--- src/rtl/usb_tx_encoder.sv ---
// USB full-speed transmit encoder: SYNC, LSB-first serialisation, bit stuffing,
// NRZI line coding and EOP, fed through a one-byte valid/ready holding register.
`timescale 1ns/1ps
module usb_tx_encoder #(
  parameter int unsigned CLKS_PER_BIT = 8
) (
  input  logic       clk,
  input  logic       n_rst,
  input  logic [7:0] tx_data,
  input  logic       tx_valid,
  input  logic       tx_last,
  output logic       tx_ready,
  output logic       tx_busy,
  output logic       tx_underrun,
  output logic       d_plus,
  output logic       d_minus
);

  localparam int unsigned TW = (CLKS_PER_BIT > 1) ? $clog2(CLKS_PER_BIT) : 1;

  typedef enum logic [2:0] {
    S_IDLE, S_SYNC, S_DATA, S_STUFF, S_EOP_SE0, S_EOP_J
  } state_t;

  state_t          state_q;
  logic [TW-1:0]   timer_q;
  logic [2:0]      bitcnt_q;
  logic [2:0]      ones_q;
  logic [7:0]      shift_q;
  logic            cur_last_q;
  logic [7:0]      hold_data_q;
  logic            hold_last_q;
  logic            full_q;
  logic            ready_q;
  logic            busy_q;
  logic            underrun_q;
  logic            dp_q;
  logic            dm_q;

  logic            wrap;
  logic            byte_end;
  logic [2:0]      nxt_idx;
  logic            advance;
  logic            load;
  logic            accept;
  logic            full_d;
  logic            emit_bit;
  logic [2:0]      ones_inc;

  always_comb begin
    wrap     = (timer_q == TW'(CLKS_PER_BIT - 1));
    byte_end = (bitcnt_q == 3'd7);
    nxt_idx  = bitcnt_q + 3'd1;
    advance  = wrap && ((state_q == S_DATA && ones_q != 3'd6) || state_q == S_STUFF);
    load     = (state_q == S_IDLE && full_q) || (advance && byte_end && full_q);
    accept   = tx_valid && ready_q;
    full_d   = accept || (full_q && !load);
    emit_bit = byte_end ? hold_data_q[0] : shift_q[nxt_idx];
    ones_inc = (ones_q == 3'd6) ? 3'd6 : ones_q + 3'd1;
  end

  always_ff @(posedge clk or negedge n_rst) begin
    if (!n_rst) begin
      state_q     <= S_IDLE;
      timer_q     <= '0;
      bitcnt_q    <= '0;
      ones_q      <= '0;
      shift_q     <= '0;
      cur_last_q  <= 1'b0;
      hold_data_q <= '0;
      hold_last_q <= 1'b0;
      full_q      <= 1'b0;
      ready_q     <= 1'b1;
      busy_q      <= 1'b0;
      underrun_q  <= 1'b0;
      dp_q        <= 1'b1;
      dm_q        <= 1'b0;
    end else begin
      underrun_q <= 1'b0;
      full_q     <= full_d;
      ready_q    <= !full_d;
      if (accept) begin
        hold_data_q <= tx_data;
        hold_last_q <= tx_last;
      end
      if (state_q != S_IDLE) timer_q <= wrap ? '0 : timer_q + 1'b1;

      case (state_q)
        S_IDLE: begin
          if (full_q) begin
            state_q    <= S_SYNC;
            busy_q     <= 1'b1;
            shift_q    <= hold_data_q;
            cur_last_q <= hold_last_q;
            bitcnt_q   <= '0;
            ones_q     <= '0;
            timer_q    <= '0;
            dp_q       <= dm_q;
            dm_q       <= dp_q;
          end
        end
        S_SYNC: begin
          if (wrap) begin
            if (!byte_end) begin
              bitcnt_q <= nxt_idx;
              if (bitcnt_q != 3'd6) begin
                dp_q <= dm_q;
                dm_q <= dp_q;
              end
            end else begin
              // The trailing SYNC 1 is already counted, so a leading data 1 makes two.
              state_q  <= S_DATA;
              bitcnt_q <= '0;
              if (shift_q[0]) begin
                ones_q <= 3'd2;
              end else begin
                ones_q <= '0;
                dp_q   <= dm_q;
                dm_q   <= dp_q;
              end
            end
          end
        end
        S_DATA, S_STUFF: begin
          if (wrap) begin
            if (state_q == S_DATA && ones_q == 3'd6) begin
              state_q <= S_STUFF;
              ones_q  <= '0;
              dp_q    <= dm_q;
              dm_q    <= dp_q;
            end else if (!byte_end || full_q) begin
              state_q <= S_DATA;
              if (byte_end) begin
                shift_q    <= hold_data_q;
                cur_last_q <= hold_last_q;
                bitcnt_q   <= '0;
              end else begin
                bitcnt_q <= nxt_idx;
              end
              if (emit_bit) begin
                ones_q <= ones_inc;
              end else begin
                ones_q <= '0;
                dp_q   <= dm_q;
                dm_q   <= dp_q;
              end
            end else begin
              state_q    <= S_EOP_SE0;
              bitcnt_q   <= '0;
              dp_q       <= 1'b0;
              dm_q       <= 1'b0;
              underrun_q <= !cur_last_q;
            end
          end
        end
        S_EOP_SE0: begin
          if (wrap) begin
            if (bitcnt_q == 3'd0) begin
              bitcnt_q <= 3'd1;
            end else begin
              state_q <= S_EOP_J;
              dp_q    <= 1'b1;
              dm_q    <= 1'b0;
            end
          end
        end
        S_EOP_J: begin
          if (wrap) begin
            state_q  <= S_IDLE;
            busy_q   <= 1'b0;
            bitcnt_q <= '0;
          end
        end
        default: state_q <= S_IDLE;
      endcase
    end
  end

  assign tx_ready    = ready_q;
  assign tx_busy     = busy_q;
  assign tx_underrun = underrun_q;
  assign d_plus      = dp_q;
  assign d_minus     = dm_q;

endmodule
--- config.mk ---
export PLATFORM = sky130hd
export DESIGN_NAME = usb_tx_encoder
export DESIGN_NICKNAME = d
export VERILOG_FILES = /design/src/rtl/usb_tx_encoder.sv
export SDC_FILE = /design/constraint.sdc
export NUM_CORES = 1
export LEC_CHECK = 0
export ABC_AREA = 1
export BUFFER_PORTS_ARGS = -buffer_cell sky130_fd_sc_hd__buf_4
export CAP_MARGIN = 25
export CORE_UTILIZATION = 50
export DETAILED_ROUTE_END_ITERATION = 16
export PLACE_DENSITY = 0.71
export RECOVER_POWER = 50
export SETUP_SLACK_MARGIN = 0.1
export SLEW_MARGIN = 20
export SYNTH_ARGS = -nofsm -noshare
export SYNTH_HDL_FRONTEND = slang
export SYNTH_SLANG_ARGS = --single-unit
--- constraint.sdc ---
create_clock -name clk -period 1.7 [get_ports clk]
set_input_delay 0.34 -clock clk [delete_from_list [all_inputs] [get_ports clk]]
set_output_delay 0.34 -clock clk [all_outputs]
set_load 0.1 [all_outputs]
Word level (Yosys, flattened, before mapping)
Cells that the tools add are included.
Operators by class
  equality and inequality tests: 25
  reductions and logical operators: 31
  multipliers: 0
  shift operators: 0
  $add $sub $neg: 3
  bitwise operators: 0
  divide/modulo/power cells: 0
  mux-type cells: 78
  magnitude comparators: 1
Operators by type and width (count)
  3-bit two-way mux: 28
  8-bit two-way mux: 5
  1-bit two-way mux: 35
  3-bit one-hot mux with 5 select lines: 2
  2-bit != test, second input constant: 11
  8-bit one-hot mux with 2 select lines: 1
  3-bit == test, second input constant: 5
  3-bit != test, second input constant: 5
  6-bit AND reduction: 2
  3-bit by 1-bit adder with 3-bit output, second input constant: 3
  3-bit one-hot mux with 3 select lines: 1
  9-bit AND reduction: 1
  1-bit logical AND: 8
  1-bit one-hot mux with 4 select lines: 2
  8-bit AND reduction: 1
  7-bit AND reduction: 1
  3-bit by 2-bit == test with 1-bit output, second input constant: 2
  3-bit zero test: 2
  3-bit nonzero test: 2
  5-bit nonzero test: 1
  1-bit zero test: 4
  1-bit logical OR: 4
  3-bit by 4-bit < comparator with 1-bit output, second input constant: 1
  4-bit != test, second input constant: 1
  other kinds (8): 10
Word-level totals
  memory bits (read-only): 0
  bits of input ports: 12
  memories kept: 0
  memory bits (writable): 0
  register bits: 36
  output and inout bits: 5
  latch bits: 0

Logic depth before layout (Yosys ltp)
Gate-level depths: netlist of the first run.
  word-level depth: 11
  gate-level depth with buffers: 12
  mapped depth without buffers: 12

Worst setup path before layout of the first run
Ideal clock, no wire load.
  path kind: register to register
  from: register timer_q[0]
  to: register ones_q[1]
  arrival time: 1.650 ns
  slack: -0.023 ns
  data required time: 1.627 ns
  stages on the path, launching flop included: 11
  clock period less this slack: 1.723 ns
  path buffers: 1
  cell sequence: dfrtp_1 -> ha_1 -> ha_1 -> buf_2 -> nor3_1 -> nor2_4 -> nand2_4 -> nor2_8 -> inv_2 -> nor2_2 -> a21oi_2
On the way
  cells in the longest elaborated chain, start to end: 3
  elaborated cells on any way between the ends: 4
Ends and longest elaborated chain
  start: declaration: RTL line 26  | logic [TW-1:0] timer_q;
  start signal: assignment: RTL line 86  | if (state_q != S_IDLE) timer_q <= wrap ? '0 : timer_q + 1'b1;
  3-bit == test (*): RTL line 51  | wrap = (timer_q == TW'(CLKS_PER_BIT - 1));
  2-bit != test (no line)
  6-bit AND reduction (no line) (*)
  end signal: assignment: RTL line 141  | ones_q <= ones_inc;
  end: declaration: RTL line 28  | logic [2:0] ones_q;
Every way passes the cells marked *; elsewhere a longest branch is shown, timed or not.
A chain may end at the register's enable or synchronous reset.

Worst setup path after layout of the first run
  from: register state_q[1]
  to: register cur_last_q
On the way
  cells in the longest elaborated chain, start to end: 4
  elaborated cells on any way between the ends: 13
Ends and longest elaborated chain
  start: declaration: RTL line 25  | state_t state_q;
  start signal: assignment: RTL line 64  | state_q <= S_IDLE;
  start signal: assignment: RTL line 91  | state_q <= S_SYNC;
  start signal: assignment: RTL line 112  | state_q <= S_DATA;
  3-bit by 2-bit == test with 1-bit output (on tied branches): RTL line 88, 126
  2-bit OR reduction / 1-bit logical AND (equally long branches): RTL line 88, 126
  2-bit != test (no line) / 2-bit nonzero test (equally long branches)
  6-bit AND reduction (no line)
  end signal: assignment: RTL line 94  | cur_last_q <= hold_last_q;
  end signal: assignment: RTL line 135  | cur_last_q <= hold_last_q;
  end: declaration: RTL line 30  | logic cur_last_q;
Parallel ways exist; a longest one is shown, timed or not.

==> results.ini, run 1 <==
[drt]
vias = 1563
postRouteAntennaNets = 0
wl_met2_um = 1921
wl_per_cell_um = 13.43
drcViolationCount = 0
top_layer = met4
routed-wl-met3_um = 148
first_pass_iters = 4
vias_per_cell = 5.175
wl_um = 4057
met1Wirelength_um = 1888
drt-initial-drc-count = 39

[timing]
setup_viol = 0
drv_slew = 0
hold_viol = 0
fmax_mhz = 625.4
finalClockSkew_ns = 0.01175
worst_slew_pin_slew_ns = 0.8773
slew_headroom_pct = 41.52
period_share_pct = 94.06
period_minus_slack_ns = 1.599
fin_tns_setup_ns = 0
rsz0062_at_grt = yes

[cts]
cts_num_sinks = 36
clockBufferDepth = 2
cts_max_level = 2
worstSkewPairLatency_ns = 0.30
numCtsBuffers = 5
root_buffer = clkbuf_8
cts_hold_buf = 0
cts_tree = built
clk_pin_slew_ns = 0.08

[power]
comb_power_share_pct = 7.3
pwr-share-seq_pct = 52.4
pwr_density_cell_nw_per_um2 = 734.0
p_leak_nw = 1.198
clkPwrFrac_pct = 40.2
internal-power_mw = 1.453
power.switching_uw = 432.4
ir_drop_mv = 0.6123
total_power_mw = 1.886
p_sw_share_pct = 22.93

[finish]
syn_to_final_growth_pct = 29.04
final_util_pct = 68.62
finalNonFillerCells = 302
nNetsFinal = 274
layout-drive-gt1-share_pct = 46.46
num_antenna_cells = 0
fillers = 311

[synth]
ys_seq_area_share_pct = 45.38
syn_area_sq_um = 1991
synthesis.area_per_instance_sq_um = 9.259
synth_edf_count = 0
synthTopCellsByArea = dfrtp_1 43%, nand2_1 8.9%, ha_1 5.7%, mux2_2 5.1%, inv_1 4.5%
syn-instance-count = 215
synthArstFlopShare_pct = 100.0
ys_ff_latch = 36
syn-num-nets = 236
yosysTopAreaCell = dfrtp_1
synth_top_area_share_pct = 42.74
yosys_warnings = 0
ys_types = 35
yosys_most_used_dff = dfrtp_1

[global_routing]
grt_max_degree = 37
overflow = 0
grt_pass1_wl_um = 6782
grt_pass1_vias = 1520
antenna_found_initial = 0
grt_usage_pct = 21.31

[setup_path]
startpoint_type = flip-flop
worst-endpoint-required_ns = 1.88
cp.arrival_ns = 1.78
crit_type = reg2reg
crit_path_top_delay_cell = dfrtp_2
crit_path_end_kind = flip-flop
slowest_delay_ns = 0.45
cp_max_fo = 5
crit_chain = inv_2 -> nor2_4 -> inv_2 -> nor2_4 -> nand4_4 -> nand2_4 -> mux2_4

[placement]
io_buffers = 16
hpwl_um = 2746
place_congestion = 0.8288
dp_cells = 283

[floorplan]
ios = 17
die-area_sq_um = 4237
core-area_sq_um = 3744
die_h_um = 65.10
rows = 22
die_x_um = 65.10
initial_core_util_pct = 53.18

[outcome]
status = finished clean

[flow_run]
cap_violations = 0

[worst_hold_path]
hp-class = in2async

logic make-up after synthesis:
family,Yosys count,synth area share [%]
fa+ha+maj,9,5.657
xor+xnor,1,0.4401
simple gates,97,26.71
mux,10,5.657
flops,36,45.38
compound gates,29,9.240
buf+inv,33,6.914
repair_timing:
item                                   CTS  global route
gates resized for setup                 11            28
pin swaps                                1            19
setup endpoints to repair               19            20
cloned                                   0             0
endpoints found under the hold margin    0             0
buffers inserted                         2             9
layout by cell type (no fill, tap or decap), types with 2 or more instances in the layout:
cell      instances
nand3_2           4
nor2_1            5
clkbuf_8          5
ha_4              5
nand2_4           5
nand2_1          44
dfrtp_1          31
nand3_4           2
mux2_2            9
dfrtp_2           3
o21ai_0           5
ha_1              2
o21ai_1          11
nand3b_1          2
clkbuf_2          3
nand3_1           9
nor2_2            7
o21ai_2           5
ha_2              2
nor2_4            8
inv_1            18
nand2_2           5
inv_4             3
buf_4            29
inv_2            10
state kept, by name, summed over array words and instances (netlist names):
register,flops
bitcnt_q,3
cur_last_q,1
d_minus,1
d_plus,1
full_q,1
hold_data_q,8
hold_last_q,1
ones_q,3
shift_q,8
state_q,3
timer_q,3
tx_busy,1
tx_ready,1
tx_underrun,1
power groups by stage:
stage / clock network, mW / logic, mW / registers (mW)
final: 0.759 / 0.138 / 0.989
after global routing: 0.793 / 0.156 / 1.00
after CTS: 0.774 / 0.141 / 0.988
after detailed placement: 0 / 0.142 / 1.00
after global placement: 0 / 0.136 / 1.00
after floorplan: 0 / 0.0780 / 1.01
cell type report:
class	instances	area, sq um	area share (%)
well taps	48	60.06	2.338
flip-flops and latches	36	910.9	35.46
clock inverters	3	42.54	1.656
multi-input cells	146	1110	43.20
inverters	31	123.9	4.822
clock buffers	5	68.82	2.679
repair buffers	33	252.7	9.839
layer usage:
metal / GRT usage (%) / up-vias
li1: - / 774
met1: 28.10 / 747
met2: 33.72 / 33
met3: 4.861 / 9
met4: 8.967 / 0
met5: 0 / -
cells in the mapped netlist (3+ instances only):
cell and number:
nor2_2 6, o21ai_0 6, nor2_4 6, mux2_2 9, dfrtp_1 34, inv_2 5
ha_1 9, nand3_1 13, nor2_1 8, inv_1 24, nand2_4 4, nand2_1 47
o21ai_2 5, nand2_2 3, o21ai_1 10
worst paths after layout:
kind / start / to / slack [ns] / depth (start not counted)
min in group clk: tx_data[0] / hold_data_q[0] / 0.28 / 2
worst min-delay path: n_rst / d_minus / 0.14 / 1
worst min register to register: cur_last_q / tx_underrun / 0.43 / 1
worst max-delay path: state_q[1] / cur_last_q / 0.10 / 7
worst max register to register: state_q[1] / cur_last_q / 0.10 / 7
max in group asynchronous: n_rst / bitcnt_q[1] / 0.93 / 1
through the flow:
stage / hold WS (ns) / setup WS (ns) / area, sq um
3_5_place_dp: 0.3249 / -0.02384 / 2228
6_report: 0.1423 / 0.1011 / 2569
3_3_place_gp: 0.3236 / -0.02212 / 2228
4_1_cts: 0.001787 / 0.1054 / 2405
5_1_grt: 0.2382 / 0.01868 / 2569
2_1_floorplan: 0.04441 / 0.09255 / 2022
worst max-delay path: cells and delay by family (launching register included):
kind / cells / cell delay, ns
muxes: 1 / 0.30
and+or+nand+nor: 4 / 0.58
buffers and inverters: 2 / 0.14
DFF: 1 / 0.45
No activity file was read; power rests on OpenSTA's default activity.
==> run 2: changes to the inputs <==
--- a/config.mk
+++ b/config.mk
@@ -8,9 +8,9 @@
 export ABC_AREA = 1
 export BUFFER_PORTS_ARGS = -buffer_cell sky130_fd_sc_hd__buf_4
 export CAP_MARGIN = 25
-export CORE_UTILIZATION = 50
+export CORE_UTILIZATION = 53
 export DETAILED_ROUTE_END_ITERATION = 16
-export PLACE_DENSITY = 0.71
+export PLACE_DENSITY = 0.75
 export RECOVER_POWER = 50
 export SETUP_SLACK_MARGIN = 0.1
 export SLEW_MARGIN = 20
==> run 2 against run 1 <==
  * First-iteration DRC count rose by 77%
  * Critical path depth did not move
  * Sequential share of layout area rose by 1.3 points
  * Via count fell by 2.0%
  * Setup slack improved by 0.0068 ns
  * Total power barely moved
  * Clock skew fell by 0.0016 ns
  * Clock power rose by 0.5%
  * Sequential power fell by 0.4%
  * Critical path type unchanged
  * Global-route usage rose by 1.0 points
  * Register-to-register slack barely moved
  * Cell count fell by 2.6%
==> results.ini, run 2 (synthesis gave the netlist of run 1 again) <==
[setup_path]
crit_chain = inv_2 -> nor2_4 -> inv_2 -> nor2_4 -> nand4_2 -> nand2_4 -> mux2_1
cp_max_fo = 5  ; unchanged
r2r_start = state_q[1]
cp.arrival_ns = 1.77  ; about the same
crit_path_top_delay_cell = dfrtp_2
crit_type = reg2reg
worst-endpoint-required_ns = 1.88  ; about the same
reg2regPathDepth = 7  ; unchanged
r2r-end = cur_last_q
startpoint_type = flip-flop
rrSetupSlack_ns = 0.11  ; about the same
crit_path_end_kind = flip-flop
slowest_delay_ns = 0.46  ; about the same

[floorplan]
initial_core_util_pct = 57.40  ; +4.2 points
ios = 17  ; unchanged
rows = 21  ; -4.5%
core-area_sq_um = 3468  ; -7.4%
die_x_um = 63.29  ; -2.8%
die_h_um = 63.29  ; -2.8%
die-area_sq_um = 4005  ; -5.5%

[timing]
hold_ws_ns = 0.2746  ; +0.1323 ns
fmax_mhz = 628.1  ; +0.43%
fin_tns_setup_ns = 0  ; unchanged
setup_viol = 0  ; unchanged
drv_slew = 0  ; unchanged
period_share_pct = 93.65  ; -0.40 points
slew_headroom_pct = 42.45  ; +0.93 points
worst_slew_pin_slew_ns = 0.8633  ; -0.01396 ns
period_minus_slack_ns = 1.592  ; -0.006829 ns
rsz0062_at_grt = yes
finalClockSkew_ns = 0.01011  ; -0.001639 ns
hold_viol = 0  ; unchanged

[drt]
postRouteAntennaNets = 0  ; unchanged
first_pass_iters = 4  ; unchanged
vias = 1531  ; -2.0%
wl_um = 4042  ; -0.37%
drcViolationCount = 0  ; unchanged
drt-initial-drc-count = 69  ; +77%
wl_per_cell_um = 13.75  ; +2.3%
vias_per_cell = 5.207  ; +0.62%

[finish]
syn_to_final_growth_pct = 24.70
layout-drive-gt1-share_pct = 42.74  ; -3.7 points
layout_commonest_cell = nand2_1
final_cell_mix = 45 x nand2_1, 30 x dfrtp_1, 23 x buf_4
nNetsFinal = 268  ; -2.2%
largest_registers = hold_data_q: 8 flops, shift_q: 8 flops
final_util_pct = 71.57  ; +3.0 points
num_antenna_cells = 0  ; unchanged

[worst_hold_path]
hp-start = tx_data[1]
holdPathEnd = hold_data_q[1]
worstHoldPathCells = 2
hp-class = in2reg

[cts]
cts_max_level = 2  ; unchanged
cts_num_sinks = 36  ; unchanged
numCtsBuffers = 5  ; unchanged
worstSkewPairLatency_ns = 0.30  ; about the same
root_buffer = clkbuf_8
cts_tree = built
clk_pin_slew_ns = 0.07  ; about the same
clockBufferDepth = 2  ; unchanged

[placement]
place_congestion = 0.8935  ; +7.8%
io_buffers = 16  ; unchanged
hpwl_um = 2793  ; +1.7%

[outcome]
status = finished clean

[power]
total_power_mw = 1.885  ; about the same
ir_drop_mv = 0.6444  ; +5.2%
p_leak_nw = 1.162  ; -3.0%
pwr_density_cell_nw_per_um2 = 759.4  ; +3.5%

[global_routing]
antenna_found_initial = 0  ; unchanged
grt_pass1_wl_um = 6782  ; unchanged
grt_max_degree = 37  ; unchanged
grt_pass1_vias = 1491  ; -1.9%
overflow = 0  ; unchanged
grt_usage_pct = 22.35  ; +1.0 points

[flow_run]
cap_violations = 0  ; unchanged

==> run 2: cell types whose count changed in the layout (fill, tap and decap cells not counted), sizes merged <==
| cell | delta |
|---|---|
| buf | -6 |
| clkbuf | -1 |
| dlygate4sd3 | +1 |
==> run 2: worst max-delay path by stage <==
stage / slack [ns] / startpoint / end
2_1_floorplan: 0.09 / timer_q[0] / ones_q[1]
5_1_grt: 0.02 / state_q[1] / cur_last_q
3_5_place_dp: 0.0004 / ones_q[0] / ones_q[1]
4_1_cts: 0.1 / timer_q[0] / d_minus
6_report: 0.11 / state_q[1] / cur_last_q
3_3_place_gp: 0.01 / ones_q[0] / ones_q[1]
==> run 2: critical path, delay by kind of cell (launching register included) <==
family | cells | cell delay, ns
multiplexers | 1 | 0.31
AND/OR/NAND/NOR | 4 | 0.56
flip-flops | 1 | 0.46
buffers and inverters | 2 | 0.14
==> run 2: cell type report <==
| type | instances | area, sq um |
|---|---|---|
| inverter | 31 | 121.4 |
| sequential | 36 | 912.1 |
| clock buffer | 5 | 68.82 |
| tap | 46 | 57.56 |
| multi-input combinational | 146 | 1072 |
| fill | 266 | 985.9 |
| clock inverter | 3 | 42.54 |
| timing repair buffer | 27 | 207.7 |
==> run 2: routing by layer <==
metal	track usage [%]	vias up	wire, um
li1	-	761	-
met1	28.72	736	1875
met2	36.96	26	1968
met3	4.529	8	121
met4	8.523	0	76
met5	0	-	0
==> run 2: stage by stage <==
| step | cell area [sq um] | setup WS (ns) | instances |
|---|---|---|---|
| floorplan | 2022 | 0.09255 | 215 |
| CTS | 2399 | 0.09631 | 290 |
| global placement | 2218 | 0.01326 | 280 |
| detailed placement | 2218 | 0.0003678 | 280 |
| global route | 2482 | 0.02140 | 294 |
| finish | 2482 | 0.1079 | 294 |
==> run 2: power breakdown <==
| part | total, mW | switching [mW] | internal (mW) |
|---|---|---|---|
| Sequential | 0.985 | 0.0433 | 0.941 |
| Clock | 0.763 | 0.329 | 0.434 |
| Combinational | 0.138 | 0.0591 | 0.0788 |
==> run 2: repair_timing <==
action                                  in CTS  in global routing
endpoints found under the setup margin      20                 20
buffers inserted                             1                  4
gates resized for setup                     12                 20
hold buffers                                 1                  0
pin swaps                                    1                  8
hold endpoints to repair                     3                  0
==> run 3: changes to the inputs <==
--- a/config.mk
+++ b/config.mk
@@ -6,7 +6,7 @@
 export NUM_CORES = 1
 export LEC_CHECK = 0
 export ABC_AREA = 1
-export BUFFER_PORTS_ARGS = -buffer_cell sky130_fd_sc_hd__buf_4
+export BUFFER_PORTS_ARGS = -buffer_cell sky130_fd_sc_hd__buf_2
 export CAP_MARGIN = 25
 export CORE_UTILIZATION = 53
 export DETAILED_ROUTE_END_ITERATION = 16
==> run 3 against run 2 <==
  * Wire length down 3.8%
  * Critical path type unchanged
  * Sequential power about the same
  * Die area unchanged
==> results.ini, run 3 (synthesis gave the netlist of run 1 again) <==
[setup_path]
crit_path_top_delay_cell = dfrtp_1
path_buf_inv = 0  ; -2
slowest_delay_ns = 0.43  ; -0.03 ns
r2r-end = cur_last_q
cp_max_fo = 3  ; -2
worst-endpoint-required_ns = 1.87  ; about the same
crit_family = simple AND/OR/NAND/NOR gates
crit_path_end_kind = flip-flop
startpoint_type = flip-flop
crit_chain = ha_4 -> nand2_4 -> nor2_4 -> nor2_4 -> nand4_4 -> nand2_4 -> mux2_4
r2r_start = ones_q[1]
cp.arrival_ns = 1.76  ; about the same
crit_type = reg2reg
rrSetupSlack_ns = 0.11  ; about the same
reg2regPathDepth = 7  ; unchanged

[finish]
largest_registers = hold_data_q: 8 flops, shift_q: 8 flops
final_cell_mix = 45 x nand2_1, 30 x dfrtp_1, 19 x inv_1
syn_to_final_growth_pct = 26.34
num_antenna_cells = 0  ; unchanged
nNetsFinal = 275  ; +2.6%
fillers = 286  ; +7.5%
layout_commonest_cell = nand2_1
fin_area_sq_um = 2515  ; +1.3%
seq_area_sq_um = 912.1  ; unchanged
layout-drive-gt1-share_pct = 46.27  ; +3.5 points
multi_input_area_sq_um = 1099  ; +2.4%

[timing]
setup_viol = 0  ; unchanged
rsz0062_at_grt = yes
hold_viol = 0  ; unchanged
worst_slack_ns = 0.1134  ; +0.005478 ns
fin_tns_setup_ns = 0  ; unchanged
fmax_mhz = 630.3  ; +0.35%
slew_headroom_pct = 42.36  ; -0.091 points
drv_slew = 0  ; unchanged
period_minus_slack_ns = 1.587  ; -0.005478 ns
period_share_pct = 93.33  ; -0.32 points
worst_slew_pin_slew_ns = 0.8647  ; +0.001360 ns
finalClockSkew_ns = 0.003572  ; -0.006537 ns

[drt]
drcViolationCount = 0  ; unchanged
postRouteAntennaNets = 0  ; unchanged
drt-initial-drc-count = 41  ; -41%
wl_per_cell_um = 12.92  ; -6.0%
first_pass_iters = 4  ; unchanged
vias = 1559  ; +1.8%
wl_um = 3890  ; -3.8%
vias_per_cell = 5.179  ; -0.54%

[outcome]
status = finished clean

[placement]
place_area_sq_um = 2186  ; -1.5%
place_congestion = 0.8927  ; about the same
dp_slack_ns = -0.03009  ; -0.03046 ns
io_buffers = 16  ; unchanged
hpwl_um = 2662  ; -4.7%

[power]
p_leak_nw = 1.184  ; +1.9%
ir_drop_mv = 0.6721  ; +4.3%
pwr_density_cell_nw_per_um2 = 696.3  ; -8.3%

[floorplan]
rows = 21  ; unchanged
initial_core_util_pct = 57.40  ; unchanged
ios = 17  ; unchanged
core-area_sq_um = 3468  ; unchanged
die_x_um = 63.29  ; unchanged
die_h_um = 63.29  ; unchanged
die-area_sq_um = 4005  ; unchanged

[global_routing]
grt_pass1_wl_um = 6624  ; -2.3%
antenna_found_initial = 0  ; unchanged
overflow = 0  ; unchanged
grt_max_degree = 37  ; unchanged
grt_usage_pct = 21.46  ; -0.89 points
grt_pass1_vias = 1449  ; -2.8%

[cts]
clk_pin_slew_ns = 0.07  ; about the same
cts_max_level = 2  ; unchanged
worstSkewPairLatency_ns = 0.28  ; -0.02 ns
cts_num_sinks = 36  ; unchanged
numCtsBuffers = 5  ; unchanged
root_buffer = clkbuf_8
cts_hold_buf = 0  ; -1
cts_tree = built
clockBufferDepth = 2  ; unchanged

[worst_hold_path]
hp-class = in2async

[flow_run]
cap_violations = 0  ; unchanged

## run 3: changes by cell type in the layout (fill, tap and decap cells not counted), moves of 2 or more
cell / before / now
o21ai_0: 4 / 6
buf_2: 0 / 14
o21ai_1: 12 / 10
buf_4: 23 / 17
## run 3: per-layer routing
| metal | up-vias | part of all wire [%] | track usage (%) | wire, um |
|---|---|---|---|---|
| met4 | 0 | 1.3 | 7.955 | 49 |
| met3 | 5 | 2.6 | 3.986 | 100 |
| met1 | 751 | 44 | 28.64 | 1728 |
| li1 | 775 | - | - | - |
| met2 | 28 | 52 | 34.68 | 2012 |
| met5 | - | 0 | 0 | 0 |
## run 3: layout make-up
cell class | count | share of cell area [%]
Clock buffer | 6 | 3.284
Clock inverter | 2 | 0.5970
Sequential cell | 36 | 36.27
Tap cell | 46 | 2.289
Inverter | 31 | 4.925
Multi-Input combinational cell | 146 | 43.68
Timing Repair Buffer | 34 | 8.955
## run 3: timing repair
| item | CTS | global route |
|---|---|---|
| setup buffers | 2 | 10 |
| pin swaps | 2 | 10 |
| resized for setup | 8 | 29 |
| setup endpoints to repair | 19 | 21 |
| endpoints found under the hold margin | 0 | 0 |
## run 3: how the worst max path moves through the flow
stage / from / end / slack (ns) / cells after the start
floorplan: timer_q[0] / ones_q[1] / 0.09 / 10
global placement: ones_q[0] / ones_q[1] / 0.02 / 11
detailed placement: ones_q[0] / ones_q[1] / -0.03 / 11
CTS: ones_q[0] / ones_q[1] / 0.09 / 11
global route: timer_q[1] / d_minus / -0.03 / 11
finish: ones_q[1] / cur_last_q / 0.11 / 7
## run 3: where the power goes
group | internal [mW] | switching (mW)
Combinational | 0.0720 | 0.0595
Sequential | 0.942 | 0.0437
Clock | 0.328 | 0.307
Total | 1.34 | 0.410
## run 3: stage by stage
step	power [mW]	util (%)	hold slack (ns)	instances
2_1_floorplan	1.085	-	0.04441	215
6_report	1.751	72.51	0.2371	301
5_1_grt	1.833	72.51	0.2698	301
4_1_cts	1.771	67.14	0.09823	291
3_5_place_dp	1.134	63.02	0.4018	281
3_3_place_gp	1.129	63.02	0.4038	281
